==> src/rtl/zueira_pkg.sv <==
// Shared ZueiraI interrupt types and default vector-table placement, also used by the core.
package zueira_pkg;

  typedef enum logic [1:0] {
    IDLE    = 2'd0,
    REQ     = 2'd1,
    SERVICE = 2'd2
  } int_state_t;

  localparam int unsigned ZUEIRA_VEC_BASE = 32'hE0;
  localparam int unsigned ZUEIRA_INT_PAGE = 0;

endpackage

==> src/rtl/zueira_prio_enc.sv <==
// Lowest-index find-first-set; index 0 is the highest priority.
module zueira_prio_enc #(
  parameter int NUM_CH = 8,
  parameter int IDX_W  = 3
) (
  input  logic [NUM_CH-1:0] req,
  output logic              valid,
  output logic [IDX_W-1:0]  idx
);

  always_comb begin
    valid = |req;
    idx   = '0;
    // Scan downwards so the lowest set index is the one left standing.
    for (int i = NUM_CH - 1; i >= 0; i--) begin
      if (req[i]) idx = IDX_W'(i);
    end
  end

endmodule

==> src/rtl/zueira_int_ctrl.sv <==
// Multi-channel edge-latched interrupt controller for the ZueiraI core.
// Define ZUEIRA_INT_NESTING_EN to let higher-priority channels preempt a running ISR.
module zueira_int_ctrl
  import zueira_pkg::*;
#(
  parameter int unsigned NUM_CH      = 8,
  parameter int unsigned VEC_W       = 8,
  parameter int unsigned PAGE_W      = 2,
  parameter int unsigned VEC_BASE    = ZUEIRA_VEC_BASE,
  parameter int unsigned STRIDE_LOG2 = 1,
  parameter int unsigned INT_PAGE    = ZUEIRA_INT_PAGE
) (
  input  logic              clk,
  input  logic              rst,
  input  logic [NUM_CH-1:0] irq_i,
  input  logic              gie,
  input  logic              mask_we,
  input  logic [NUM_CH-1:0] mask_wdata,
  output logic              int_req,
  output logic [VEC_W-1:0]  int_vec,
  output logic [PAGE_W-1:0] int_page,
  input  logic              int_ack,
  input  logic              int_eoi,
  output logic [NUM_CH-1:0] pending,
  output logic [NUM_CH-1:0] in_service,
  output logic              nest_err
);

  localparam int IDX_W = (NUM_CH > 1) ? $clog2(NUM_CH) : 1;

  int_state_t        state_q, state_d;
  logic [NUM_CH-1:0] irq_q;
  logic [NUM_CH-1:0] pending_q, pending_d;
  logic [NUM_CH-1:0] mask_q;
  logic [NUM_CH-1:0] in_service_q, in_service_d;
  logic [IDX_W-1:0]  ch_q, ch_d;
  logic [VEC_W-1:0]  vec_q, vec_d;
  logic [PAGE_W-1:0] page_q, page_d;
  logic              nest_err_q, nest_err_d;

  logic              cand_valid, svc_valid, load;
  logic [IDX_W-1:0]  cand_idx, svc_idx;
  logic [NUM_CH-1:0] ch_oh, svc_top_oh, pend_clr;

  zueira_prio_enc #(.NUM_CH(NUM_CH), .IDX_W(IDX_W)) u_cand (
    .req   (pending_q & mask_q),
    .valid (cand_valid),
    .idx   (cand_idx)
  );

  zueira_prio_enc #(.NUM_CH(NUM_CH), .IDX_W(IDX_W)) u_svc (
    .req   (in_service_q),
    .valid (svc_valid),
    .idx   (svc_idx)
  );

  assign ch_oh      = NUM_CH'(1) << ch_q;
  assign svc_top_oh = NUM_CH'(svc_valid) << svc_idx;

  always_comb begin
    state_d      = state_q;
    in_service_d = in_service_q;
    pend_clr     = '0;
    load         = 1'b0;
    nest_err_d   = nest_err_q | (int_eoi && (in_service_q == '0));
    case (state_q)
      IDLE: begin
        if (gie && cand_valid) begin
          state_d = REQ;
          load    = 1'b1;
        end
      end
      REQ: begin
`ifdef ZUEIRA_INT_NESTING_EN
        if (int_eoi) in_service_d = in_service_d & ~svc_top_oh;
`endif
        // A request is never withdrawn: only the ack moves us on.
        if (int_ack) begin
          pend_clr     = ch_oh;
          in_service_d = in_service_d | ch_oh;
          state_d      = SERVICE;
        end
      end
      SERVICE: begin
        if (int_eoi) begin
          in_service_d = in_service_q & ~svc_top_oh;
          if (in_service_d == '0) state_d = IDLE;
        end
`ifdef ZUEIRA_INT_NESTING_EN
        else if (gie && cand_valid && (cand_idx < svc_idx)) begin
          state_d = REQ;
          load    = 1'b1;
        end
`endif
      end
      default: state_d = IDLE;
    endcase

    ch_d   = ch_q;
    vec_d  = vec_q;
    page_d = page_q;
    if (load) begin
      ch_d   = cand_idx;
      vec_d  = VEC_W'(VEC_BASE) + (VEC_W'(cand_idx) << STRIDE_LOG2);
      page_d = PAGE_W'(INT_PAGE);
    end

    // A fresh edge wins over the ack clearing the same bit.
    pending_d = (pending_q & ~pend_clr) | (irq_i & ~irq_q);
  end

  always_ff @(posedge clk) begin
    if (!rst) begin
      state_q      <= IDLE;
      irq_q        <= '0;
      pending_q    <= '0;
      mask_q       <= '0;
      in_service_q <= '0;
      ch_q         <= '0;
      vec_q        <= '0;
      page_q       <= '0;
      nest_err_q   <= 1'b0;
    end else begin
      state_q      <= state_d;
      irq_q        <= irq_i;
      pending_q    <= pending_d;
      if (mask_we) mask_q <= mask_wdata;
      in_service_q <= in_service_d;
      ch_q         <= ch_d;
      vec_q        <= vec_d;
      page_q       <= page_d;
      nest_err_q   <= nest_err_d;
    end
  end

  assign int_req    = (state_q == REQ);
  assign int_vec    = vec_q;
  assign int_page   = page_q;
  assign pending    = pending_q;
  assign in_service = in_service_q;
  assign nest_err   = nest_err_q;

endmodule

==> config.mk <==
export PLATFORM = sky130hd
export DESIGN_NAME = zueira_int_ctrl
export DESIGN_NICKNAME = d
export VERILOG_FILES = /design/src/rtl/zueira_pkg.sv /design/src/rtl/zueira_prio_enc.sv /design/src/rtl/zueira_int_ctrl.sv
export SDC_FILE = /design/constraint.sdc
export NUM_CORES = 1
export LEC_CHECK = 0
export CAP_MARGIN = 20
export CELL_PAD_IN_SITES_DETAIL_PLACEMENT = 1
export CELL_PAD_IN_SITES_GLOBAL_PLACEMENT = 1
export CORE_MARGIN = 1.5
export CORE_UTILIZATION = 38
export DETAILED_ROUTE_END_ITERATION = 10
export PLACE_DENSITY = 0.93
export SLEW_MARGIN = 20
export SYNTH_ARGS = -nofsm -noshare
export SYNTH_HDL_FRONTEND = slang
export SYNTH_SLANG_ARGS = --single-unit
==> constraint.sdc <==
create_clock -name clk -period 3.75 [get_ports clk]
set_clock_uncertainty 0.1 [all_clocks]
set_input_delay 0.375 -clock clk [delete_from_list [all_inputs] [get_ports clk]]
set_output_delay 0.375 -clock clk [all_outputs]
set_load 0.005 [all_outputs]
==> key figures, run 1 <==
Floorplan
  – Io pins: 50
  – Num rows: 24
  – Die area: 0.00516 mm²
  – Core Area: ~0.0044 mm²
  – Die extent in x: 71.8 µm
  – Starting density of the core: between 40% and 50%
  – Die Y: 71.8 µm

Logic synthesis
  – Top cell type's share of synthesized area: between 40% and 50%
  – EDFF count, synth: 0
  – Count of warnings emitted by yosys: 0
  – Prevailing post-synth register cell: dfxtp_1
  – Register area share after synthesis: 43.4%
  – Post-synth ARST share: 0%
  – Cells after Synth: 200
  – Yosys top cell by area: dfxtp_1
  – Synthesized area: between 0.0015 and 0.002 mm²
  – Synth area leaders: dfxtp_1, nor2b_1, mux2i_1
  – Count of cell types in the netlist: 42
  – Top post-synthesis cells by count: dfxtp_1, nor2b_1, nand2_1, nor2_1, o21ai_0
  – Top-count cell post-synth: dfxtp_1
  – Synthesized area per cell: around 9.0 µm²
  – Number of synthesized register bits: 39

Worst setup path
  – Max stage delay cell, worst path: or4_4
  – Worst Setup End Kind: flip-flop
  – Worst r2r src: in_service[0]$_SDFFE_PN0P_
  – Setup CP Type: reg -> reg
  – Req. time, crit path: 3.82 ns
  – Critical Path, Cell by Cell: or4_4 > or4_1 > o21ai_1 > a41oi_1
  – Startpoint Class: flip-flop
  – Worst path bufs/invs: 0
  – CP max stage delay: about 0.60 ns
  – Worst Reg2Reg Path Length in Cells: 4
  – Crit path launch: in_service[0]$_SDFFE_PN0P_
  – Stages on the worst setup path: 4
  – Reg2Reg Setup Slack: approximately 1.8 ns
  – CP arrival: roughly 2 ns
  – CP Max Fanout: 8
  – CP top delay family: simple AND/OR/NAND/NOR gates
  – FF-to-FF End: state_q[1]$_SDFFE_PN0P_

Place
  – Port bufs: between 40 and 50
  – Placed cells: 288
  – RePlAce Congestion: 0.805
  – Post-DP HPWL: 3440 µm

Cells and area
  – Multi-input gate area: 948 µm²
  – Register area: slightly below 800 µm²
  – N_diodes: 0
  – Fill cells: 510
  – Area Overhead vs Synth: 29.9%
  – Non-Filler Instances: 296
  – Share of post-route cells with drive strength above 1: 6.56%
  – Fin nets: between 200 and 300

Timing
  – Tcrit/Tclk final: between 50% and 60%
  – Sum of negative setup slack: 0 ns
  – RSZ-0062 raised after global routing: false
  – Worst-margin pin slew: ~0.67 ns
  – Setup-failing EPs final: 0
  – Final hold violations: 0
  – Tmin final: ~1.9 ns
  – Slew HR: between 50 and 60%
  – Fmax: roughly 520 MHz
  – Max-slew violations: 0

Global routing
  – Largest net degree at the start of global routing: between 40 and 50
  – Initial antenna violation count: 0
  – Total GRT Usage: between 10% and 20%
  – Vias in the first global route: between 1.5k and 2k
  – Congestion Overflow GR: 0
  – First-pass GRT wire length: roughly 7900 µm

Pwr
  – Flop pwr share: 54.0%
  – Clk pwr share: about a third
  – Fraction of power spent switching nets: ~25%
  – Leakage: roughly 0.90 nW
  – Logic pwr share: around 13%
  – Net Switching: between 0.0002 and 0.00025 W
  – P_int: around 0.00063 W
  – Pwr dens: around 360 mW/mm²
  – Max VDD drop: 0.233 mV

Clock network
  – Clock Tree Root: clkbuf_8
  – Clk buf depth: 2
  – CTS Buf Count: 5
  – CTS Sinks: 39
  – CTS tree: built
  – # hold bufs at CTS: 0
  – Worst-path clk slew: about 0.07 ns
  – Clock Latency Late Sink: around 0.30 ns
  – Post_cts resized: 0
  – H-tree levels: 2
  – Total setup buffers inserted after CTS: 0

Drt
  – Total number of vias: 1595
  – Residual DRC count: 0
  – Routed Wire Length: approximately 4800 µm
  – DR iter-0 viols: 86
  – Drt wl/cell: 16.2 µm
  – Post-DRT Antenna Nets: 0
  – Via density per instance: about 5.4
  – DRT Pass-1 Iters: 6

Flow run
  – Max cap viols: 0

Worst hold path
  – Hold Path Stages: 1
  – Worst Hold Class: reg -> reg
  – Hold Startpoint: nest_err$_SDFF_PN0_
  – WHS Endpoint: nest_err$_SDFF_PN0_

Status
  – Status: completed
## power by group through the flow
stage / Clock (W) / Combinational, W / Sequential (W)
global route: 0.000302 / 0.000124 / 0.000460
global placement: 0 / 0.000110 / 0.000465
detailed placement: 0 / 0.000114 / 0.000466
floorplan: 0 / 0.0000596 / 0.000460
CTS: 0.000283 / 0.000115 / 0.000457
finish: 0.000276 / 0.000113 / 0.000457
## logic make-up (layout without fill, tap and decap cells)
kind of cell,Yosys count,count (layout),synth area share [%]
DFF,39,39,43.4
AOI/OAI and AO/OA,52,52,20.6
muxes,9,9,5.00
buffers and inverters,16,57,4.59
and+or+nand+nor,83,83,26.3
other,1,4,0.208
## area by class of cell
cell class                      count  share of cell area (%)
Clock buffer                        5                    2.94
Sequential cell                    39                    33.4
Multi-Input combinational cell    148                    40.6
Tap cell                           52                    2.78
Clock inverter                      3                   0.642
Timing Repair Buffer               45                    19.0
Inverter                            4                   0.642
## metal layers
layer / track usage (%) / vias up / part of all wire, %
met5: 0 / - / 0
met4: 6.29 / 0 / 1.1
met3: 5.34 / 5 / 4.7
met2: 33.0 / 44 / 48
met1: 25.4 / 759 / 46
li1: - / 787 / -
## cells in the final DEF (no fill, tap or decap), types with 2 or more instances in the layout
master	n
conb_1	4
inv_1	4
or4_1	2
and3b_1	3
dfxtp_1	39
a22o_1	4
clkinv_2	3
nand3_1	4
a21boi_0	4
clkdlybuf4s50_1	44
a31oi_1	5
o21ai_0	11
nand2_1	16
clkbuf_8	5
a32o_1	2
o21a_1	4
a21oi_1	8
and2_1	9
nor2b_1	28
nand2b_1	2
nor2_1	12
mux2i_1	9
## stage by stage
stage	worst slack (ns)	total power, W	hold slack (ns)	instance area (µm²)	util, %
after global placement	1.53	0.000575	0.356	2260	50.8
final	1.83	0.000847	0.379	2340	52.6
after detailed placement	1.50	0.000580	0.373	2260	50.8
after CTS	1.80	0.000856	0.390	2340	52.7
after floorplan	1.97	0.000520	0.364	1810	-
after global routing	1.75	0.000886	0.419	2340	52.6
## worst reg2reg max path, cell delays in order, from the launching register on
cell,delay (ns)
dfxtp_1,0.40
or4_4,0.60
or4_1,0.48
o21ai_1,0.10
a41oi_1,0.12
## flip-flops by register name (all words and copies together) (netlist names)
name	flops
in_service	8
irq_q	8
mask_q	8
pending	8
ch_q	2
int_vec	2
state_q	2
nest_err	1
## worst max-delay path by stage
stage	to	slack (ns)
4_1_cts	state_q[1]$_SDFFE_PN0P_	1.80
2_1_floorplan	state_q[1]$_SDFFE_PN0P_	1.97
3_5_place_dp	state_q[1]$_SDFFE_PN0P_	1.50
3_3_place_gp	state_q[1]$_SDFFE_PN0P_	1.53
5_1_grt	state_q[0]$_SDFFE_PN0P_	1.75
6_report	state_q[1]$_SDFFE_PN0P_	1.83
Note: power is estimated with default switching activity, not from simulation.
==> run 2, diff against run 1 <==
--- a/config.mk
+++ b/config.mk
@@ -9,9 +9,9 @@
 export CELL_PAD_IN_SITES_DETAIL_PLACEMENT = 1
 export CELL_PAD_IN_SITES_GLOBAL_PLACEMENT = 1
 export CORE_MARGIN = 1.5
-export CORE_UTILIZATION = 38
+export CORE_UTILIZATION = 32
 export DETAILED_ROUTE_END_ITERATION = 10
-export PLACE_DENSITY = 0.93
+export PLACE_DENSITY = 0.84
 export SLEW_MARGIN = 20
 export SYNTH_ARGS = -nofsm -noshare
 export SYNTH_HDL_FRONTEND = slang
==> constraint.sdc (replaced) <==
create_clock -name clk -period 1.7 [get_ports clk]
set_clock_uncertainty 0.1 [all_clocks]
set_input_delay 0.17 -clock clk [delete_from_list [all_inputs] [get_ports clk]]
set_output_delay 0.17 -clock clk [all_outputs]
set_load 0.005 [all_outputs]
==> run 2 against run 1 <==
The flow now finishes with violations (negative setup slack). Largest power group unchanged. Combinational power grew to 3.0 times the previous value. Via count is 8.6% higher. First-iteration DRC count is 12% lower. Final cell count is 16% higher. Non-clock buffer count is 30 higher. Worst hold slack worse by 0.024 ns. Cell area is 13% higher. Sequential power is 120% higher.
==> key figures, run 2 (synthesis results as in run 1) <==
Status
  – Status: finished, violations left (was completed)
  – Failing checks: negative setup slack

Floorplan
  – Num rows: 27 (was 24)
  – Core Area: 0.00547 mm² (was 0.00444 mm²)
  – Io pins: 50 (unchanged)
  – Die Y: 78.0 µm (was 71.8 µm)
  – Die extent in x: 78.0 µm (was 71.8 µm)
  – Starting density of the core: 32.9% (was 40.5%)
  – Die area: 0.00609 mm² (was 0.00516 mm²)

Flow run
  – Max cap viols: 0 (unchanged)

Drt
  – DRT Pass-1 Iters: 4 (was 6)
  – Post-DRT Antenna Nets: 0 (unchanged)
  – Drt wl/cell: 15.6 µm (was 16.2 µm)
  – Via density per instance: 5.03 (was 5.39)
  – DR iter-0 viols: 76 (was 86)
  – Routed Wire Length: 5380 µm (was 4810 µm)
  – Residual DRC count: 0 (unchanged)
  – Total number of vias: 1732 (was 1595)

Clock network
  – Worst-path clk slew: 0.07 ns (about the same)
  – H-tree levels: 2 (unchanged)
  – CTS Sinks: 39 (unchanged)
  – Clk buf depth: 2 (unchanged)
  – CTS Buf Count: 5 (unchanged)
  – # hold bufs at CTS: 0 (unchanged)
  – Clock Latency Late Sink: 0.29 ns (was 0.30 ns)
  – CTS tree: built (unchanged)
  – Clock Tree Root: clkbuf_8 (unchanged)

Timing
  – Tcrit/Tclk final: 101% (was 51.2%)
  – RSZ-0062 raised after global routing: true (was false)
  – Fmax: 580 MHz (was 521 MHz)
  – Final hold violations: 0 (unchanged)
  – WHS: 0.355 ns (was 0.379 ns)
  – Setup-failing EPs final: 1 (was 0)
  – Final setup margin: -0.0235 ns (was 1.83 ns)
  – Tmin final: 1.72 ns (was 1.92 ns)
  – Max-slew violations: 0 (unchanged)

Pwr
  – Power Total: 0.00191 W (was 0.000847 W)
  – Max VDD drop: 0.394 mV (was 0.233 mV)
  – Leakage: 1.07 nW (was 0.902 nW)
  – Pwr dens: 725 mW/mm² (was 362 mW/mm²)

Cells and area
  – N_diodes: 0 (unchanged)
  – Most frequent cells in the layout: clkdlybuf4s50_1, dfxtp_1, buf_4, nor2b_1, nand2_1 (was clkdlybuf4s50_1, dfxtp_1, nor2b_1, nand2_1, nor2_1)
  – Non-Filler Cell Area, Final: 0.00263 mm² (was 0.00234 mm²)
  – Area Overhead vs Synth: 46.3% (was 29.9%)
  – Share of post-route cells with drive strength above 1: 18.8% (was 6.56%)
  – Fin util: 48.1% (was 52.6%)
  – Fin nets: 295 (was 265)
  – Commonest non-fill, non-tap cell in the layout: clkdlybuf4s50_1 (unchanged)

Place
  – Port bufs: 45 (unchanged)
  – Post-DP HPWL: 3970 µm (was 3440 µm)
  – RePlAce Congestion: 0.820 (was 0.805)
  – DP Area: 0.00251 mm² (was 0.00226 mm²)
  – Setup slack at placement: -0.107 ns (was 1.50 ns)

Global routing
  – Congestion Overflow GR: 0 (unchanged)
  – First-pass GRT wire length: 8830 µm (was 7900 µm)
  – Total GRT Usage: 18.7% (was 20.0%)
  – Vias in the first global route: 1848 (was 1573)
  – Initial antenna violation count: 0 (unchanged)
  – Largest net degree at the start of global routing: 41 (unchanged)

Worst setup path
  – CP arrival: 1.79 ns (was 1.99 ns)
  – Critical Path, Cell by Cell: or4_4 > or4_4 > o21ai_2 > a41oi_1 (was or4_4 > or4_1 > o21ai_1 > a41oi_1)
  – Critical Path Most Common Cell: or4_4
  – Setup CP Type: reg -> reg (unchanged)
  – Worst path bufs/invs: 0 (unchanged)
  – Worst Setup End Kind: flip-flop (unchanged)
  – CP Max Fanout: 3 (was 8)
  – CP top delay family: simple AND/OR/NAND/NOR gates (unchanged)
  – Req. time, crit path: 1.77 ns (was 3.82 ns)
  – Startpoint Class: flip-flop (unchanged)
  – Max stage delay cell, worst path: or4_4 (unchanged)
  – CP max stage delay: 0.54 ns (was 0.60 ns)

Worst hold path
  – Worst Hold Class: in -> reg (was reg -> reg)
==> run 2: cell count changes in the layout (fill, tap and decap cells not counted), moves of 2 or more <==
| cell | change |
|---|---|
| a21boi_0 | -2 |
| a21boi_1 | +2 |
| buf_4 | +29 |
| clkinv_2 | -3 |
| dfxtp_1 | -5 |
| dfxtp_2 | +4 |
==> run 2: metrics by stage <==
stage	instances	TNS (ns)
5_1_grt	344	-0.308
3_5_place_dp	336	-0.324
6_report	344	-0.0235
2_1_floorplan	203	0
3_3_place_gp	336	-0.0148
4_1_cts	342	-0.0272
==> run 2: cell type report <==
class	count	area (µm²)
Fill cell	657	2840
Multi-Input combinational cell	148	978
Sequential cell	39	790
Timing Repair Buffer	75	688
Tap cell	72	90.1
Clock buffer	6	72.6
Inverter	4	15.0
==> run 2: power by group <==
part | switching [W] | total, W | internal, W
Clock | 0.000309 | 0.000583 | 0.000274
Combinational | 0.000129 | 0.000334 | 0.000205
Sequential | 0.0000335 | 0.000993 | 0.000960
==> run 2: path summary, 6_finish.rpt <==
path                                   start                       to  slack, ns  cells after the start
setup / recovery  in_service[1]$_SDFFE_PN0P_  state_q[1]$_SDFFE_PN0P_      -0.02                      4
hold reg to reg          nest_err$_SDFF_PN0_      nest_err$_SDFF_PN0_       0.37                      1
hold / removal                      irq_i[7]      irq_q[7]$_SDFF_PN0_       0.35                      2
setup reg to reg  in_service[1]$_SDFFE_PN0P_  state_q[1]$_SDFFE_PN0P_      -0.02                      4
==> run 2: metal layers <==
| layer | routed length [µm] | GRT usage (%) | vias to the layer above |
|---|---|---|---|
| met3 | 208 | 4.07 | 8 |
| met5 | 0 | 0 | - |
| met1 | 2370 | 22.3 | 842 |
| met2 | 2700 | 32.3 | 40 |
| li1 | - | - | 842 |
| met4 | 96 | 8.04 | 0 |
==> run 2: repair_timing <==
item                                    in CTS  in global routing
endpoints found under the setup margin       7                  8
setup buffers                                0                  2
pin swaps                                    0                  4
gates cloned                                 0                  0
resized for setup                            4                  7
==> run 3, diff against run 2 <==
--- a/config.mk
+++ b/config.mk
@@ -8,6 +8,7 @@
 export CAP_MARGIN = 20
 export CELL_PAD_IN_SITES_DETAIL_PLACEMENT = 1
 export CELL_PAD_IN_SITES_GLOBAL_PLACEMENT = 1
+export CORE_ASPECT_RATIO = 2
 export CORE_MARGIN = 1.5
 export CORE_UTILIZATION = 32
 export DETAILED_ROUTE_END_ITERATION = 10
==> run 3 against run 2 <==
The run still ends with negative setup slack left. Clock power grew 57%. Combinational power fell by 4%. Non-clock buffer count fell by 6. Utilization is 0.26 points higher. Die area rose by 0.45%. Maximum frequency grew 0.66%. Final cell count decreased by 4.7%. Register-to-register slack better by 0.02 ns. Sequential share of layout area is 0.081 points higher. Cell area is 0.43% lower. Flip-flop and latch count unchanged. Worst setup slack improved by 0.011 ns. Largest cell class unchanged.
==> key figures, run 3 (synthesis results as in run 1) <==
Pwr
  – Net Switching: 0.000489 W (was 0.000472 W)
  – P_int: 0.00174 W (was 0.00144 W)
  – Pwr dens: 850 mW/mm² (was 725 mW/mm²)
  – Power Total: 0.00223 W (was 0.00191 W)
  – Leakage: 1.06 nW (was 1.07 nW)
  – Clk pwr share: 41.0% (was 30.5%)
  – Max VDD drop: 0.727 mV (was 0.394 mV)
  – Logic pwr share: 14.4% (was 17.5%)
  – Fraction of power spent switching nets: 22.0% (was 24.7%)
  – Flop pwr share: 44.6% (was 52.0%)

Cells and area
  – Area Overhead vs Synth: 45.7% (was 46.3%)
  – Share of post-route cells with drive strength above 1: 16.0% (was 18.8%)
  – Fill cells: 643 (was 657)
  – Fin nets: 289 (was 295)
  – Most frequent cells in the layout: clkdlybuf4s50_1, dfxtp_1, nor2b_1, buf_4, nand2_1 (was clkdlybuf4s50_1, dfxtp_1, buf_4, nor2b_1, nand2_1)
  – Commonest non-fill, non-tap cell in the layout: clkdlybuf4s50_1 (unchanged)
  – N_diodes: 0 (unchanged)
  – Non-Filler Instances: 328 (was 344)

Worst setup path
  – CP max stage delay: 0.52 ns (was 0.54 ns)
  – Worst r2r src: in_service[0]$_SDFFE_PN0P_ (was in_service[1]$_SDFFE_PN0P_)
  – CP arrival: 1.44 ns (was 1.79 ns)
  – Req. time, crit path: 1.43 ns (was 1.77 ns)
  – CP Max Fanout: 13 (was 3)
  – Worst Setup End Kind: output port (was flip-flop)
  – Startpoint Class: flip-flop (unchanged)
  – Reg2Reg Setup Slack: 0 ns (was -0.02 ns)
  – Setup CP Type: reg -> out (was reg -> reg)
  – Max stage delay cell, worst path: clkdlybuf4s50_1 (was or4_4)
  – Worst Reg2Reg Path Length in Cells: 4 (unchanged)
  – FF-to-FF End: state_q[1]$_SDFFE_PN0P_ (unchanged)
  – Critical Path, Cell by Cell: nor2b_1 > clkdlybuf4s50_1 (was or4_4 > or4_4 > o21ai_2 > a41oi_1)

Timing
  – WHS: 0.354 ns (was 0.355 ns)
  – RSZ-0062 raised after global routing: true (unchanged)
  – Final hold violations: 0 (unchanged)
  – Max-slew violations: 0 (unchanged)
  – Tcrit/Tclk final: 101% (about the same)
  – Final setup margin: -0.0122 ns (was -0.0235 ns)
  – Fmax: 584 MHz (was 580 MHz)
  – Sum of negative setup slack: -0.0122 ns (was -0.0235 ns)
  – Tmin final: 1.71 ns (was 1.72 ns)
  – Setup-failing EPs final: 1 (unchanged)

Global routing
  – Largest net degree at the start of global routing: 41 (unchanged)
  – Vias in the first global route: 1850 (was 1848)
  – Initial antenna violation count: 0 (unchanged)
  – Congestion Overflow GR: 0 (unchanged)
  – Total GRT Usage: 18.2% (was 18.7%)
  – First-pass GRT wire length: 8640 µm (was 8830 µm)

Drt
  – Total number of vias: 1718 (was 1732)
  – Drt wl/cell: 16.2 µm (was 15.6 µm)
  – Post-DRT Antenna Nets: 0 (unchanged)
  – Via density per instance: 5.24 (was 5.03)
  – DRT Pass-1 Iters: 4 (unchanged)
  – Residual DRC count: 0 (unchanged)
  – DR iter-0 viols: 50 (was 76)
  – Routed Wire Length: 5320 µm (was 5380 µm)

Floorplan
  – Die extent in x: 56.0 µm (was 78.0 µm)
  – Die area: 0.00611 mm² (was 0.00609 mm²)
  – Core Area: 0.00542 mm² (was 0.00547 mm²)
  – Io pins: 50 (unchanged)
  – Die Y: 109 µm (was 78.0 µm)
  – Starting density of the core: 33.2% (was 32.9%)
  – Num rows: 38 (was 27)

Clock network
  – CTS tree: built (unchanged)
  – H-tree levels: 2 (unchanged)
  – Clk buf depth: 2 (unchanged)
  – CTS Buf Count: 5 (unchanged)
  – Total setup buffers inserted after CTS: 0 (unchanged)
  – # hold bufs at CTS: 0 (unchanged)
  – Clock Tree Root: clkbuf_8 (unchanged)
  – Clock Latency Late Sink: 0.29 ns (about the same)
  – CTS Sinks: 39 (unchanged)
  – Worst-path clk slew: 0.08 ns (was 0.07 ns)

Place
  – Placed cells: 320 (was 336)
  – Port bufs: 45 (unchanged)
  – Post-DP HPWL: 4140 µm (was 3970 µm)
  – RePlAce Congestion: 0.856 (was 0.820)
  – Setup slack at placement: -0.0377 ns (was -0.107 ns)

Status
  – Status: finished, violations left (unchanged)
  – Failing checks: negative setup slack (unchanged)

Worst hold path
  – Hold Path Stages: 2 (unchanged)
  – WHS Endpoint: irq_q[7]$_SDFF_PN0_ (unchanged)
  – Hold Startpoint: irq_i[7] (unchanged)
  – Worst Hold Class: in -> reg (unchanged)

Flow run
  – Max cap viols: 0 (unchanged)
==> run 3: worst max path at each step <==
stage | start | end | slack (ns) | cells past startpoint
final | state_q[1]$_SDFFE_PN0P_ | int_req | -0.01 | 2
after global routing | in_service[0]$_SDFFE_PN0P_ | state_q[1]$_SDFFE_PN0P_ | -0.08 | 4
after CTS | in_service[1]$_SDFFE_PN0P_ | state_q[1]$_SDFFE_PN0P_ | -0.04 | 4
after detailed placement | pending[1]$_SDFF_PN0_ | int_vec[3]$_SDFFE_PN0P_ | -0.04 | 5
after global placement | in_service[1]$_SDFFE_PN0P_ | state_q[1]$_SDFFE_PN0P_ | 0.008 | 4
after floorplan | in_service[1]$_SDFFE_PN0P_ | state_q[1]$_SDFFE_PN0P_ | 0.006 | 4
==> run 3: area by class of cell <==
class | instances | area, µm² | share of cell area [%]
multi-input combinational | 148 | 968 | 36.9
sequential | 39 | 788 | 30.1
timing repair buffer | 69 | 643 | 24.5
tap | 60 | 75.1 | 2.86
clock buffer | 6 | 72.6 | 2.77
clock inverter | 2 | 60.1 | 2.29
inverter | 4 | 15.0 | 0.573
==> run 3: routing by layer <==
layer	share of wire (%)	GRT usage, %	up-vias	wire length, µm
li1	-	-	837	-
met1	35	16.3	839	1840
met2	61	37.6	34	3240
met3	2.5	2.97	8	135
met4	1.9	8.67	0	101
met5	0	0	-	0
==> run 3: power groups by stage <==
stage	logic [W]	clock network [W]	registers, W
after floorplan	0.000131	0	0.00101
after global placement	0.000305	0	0.00101
after detailed placement	0.000315	0	0.00101
after CTS	0.000322	0.000936	0.000992
after global routing	0.000349	0.000970	0.000999
final	0.000321	0.000913	0.000994
==> run 3: critical path: cells and delay by family, from the launching register on <==
| kind | cells | cell delay (ns) |
|---|---|---|
| DFF | 1 | 0.43 |
| buffers and inverters | 1 | 0.52 |
| and+or+nand+nor | 1 | 0.20 |
==> run 3: timing repair <==
item	CTS	global route
pin swaps	0	3
gates resized for setup	2	5
setup endpoints to repair	5	4
cloned	0	0
==> run 3: through the flow <==
step                      util, %  cell area, µm²
after floorplan                 -            1820
after global placement       45.5            2470
after detailed placement     45.5            2470
after CTS                    48.2            2610
after global routing         48.4            2620
final                        48.4            2620
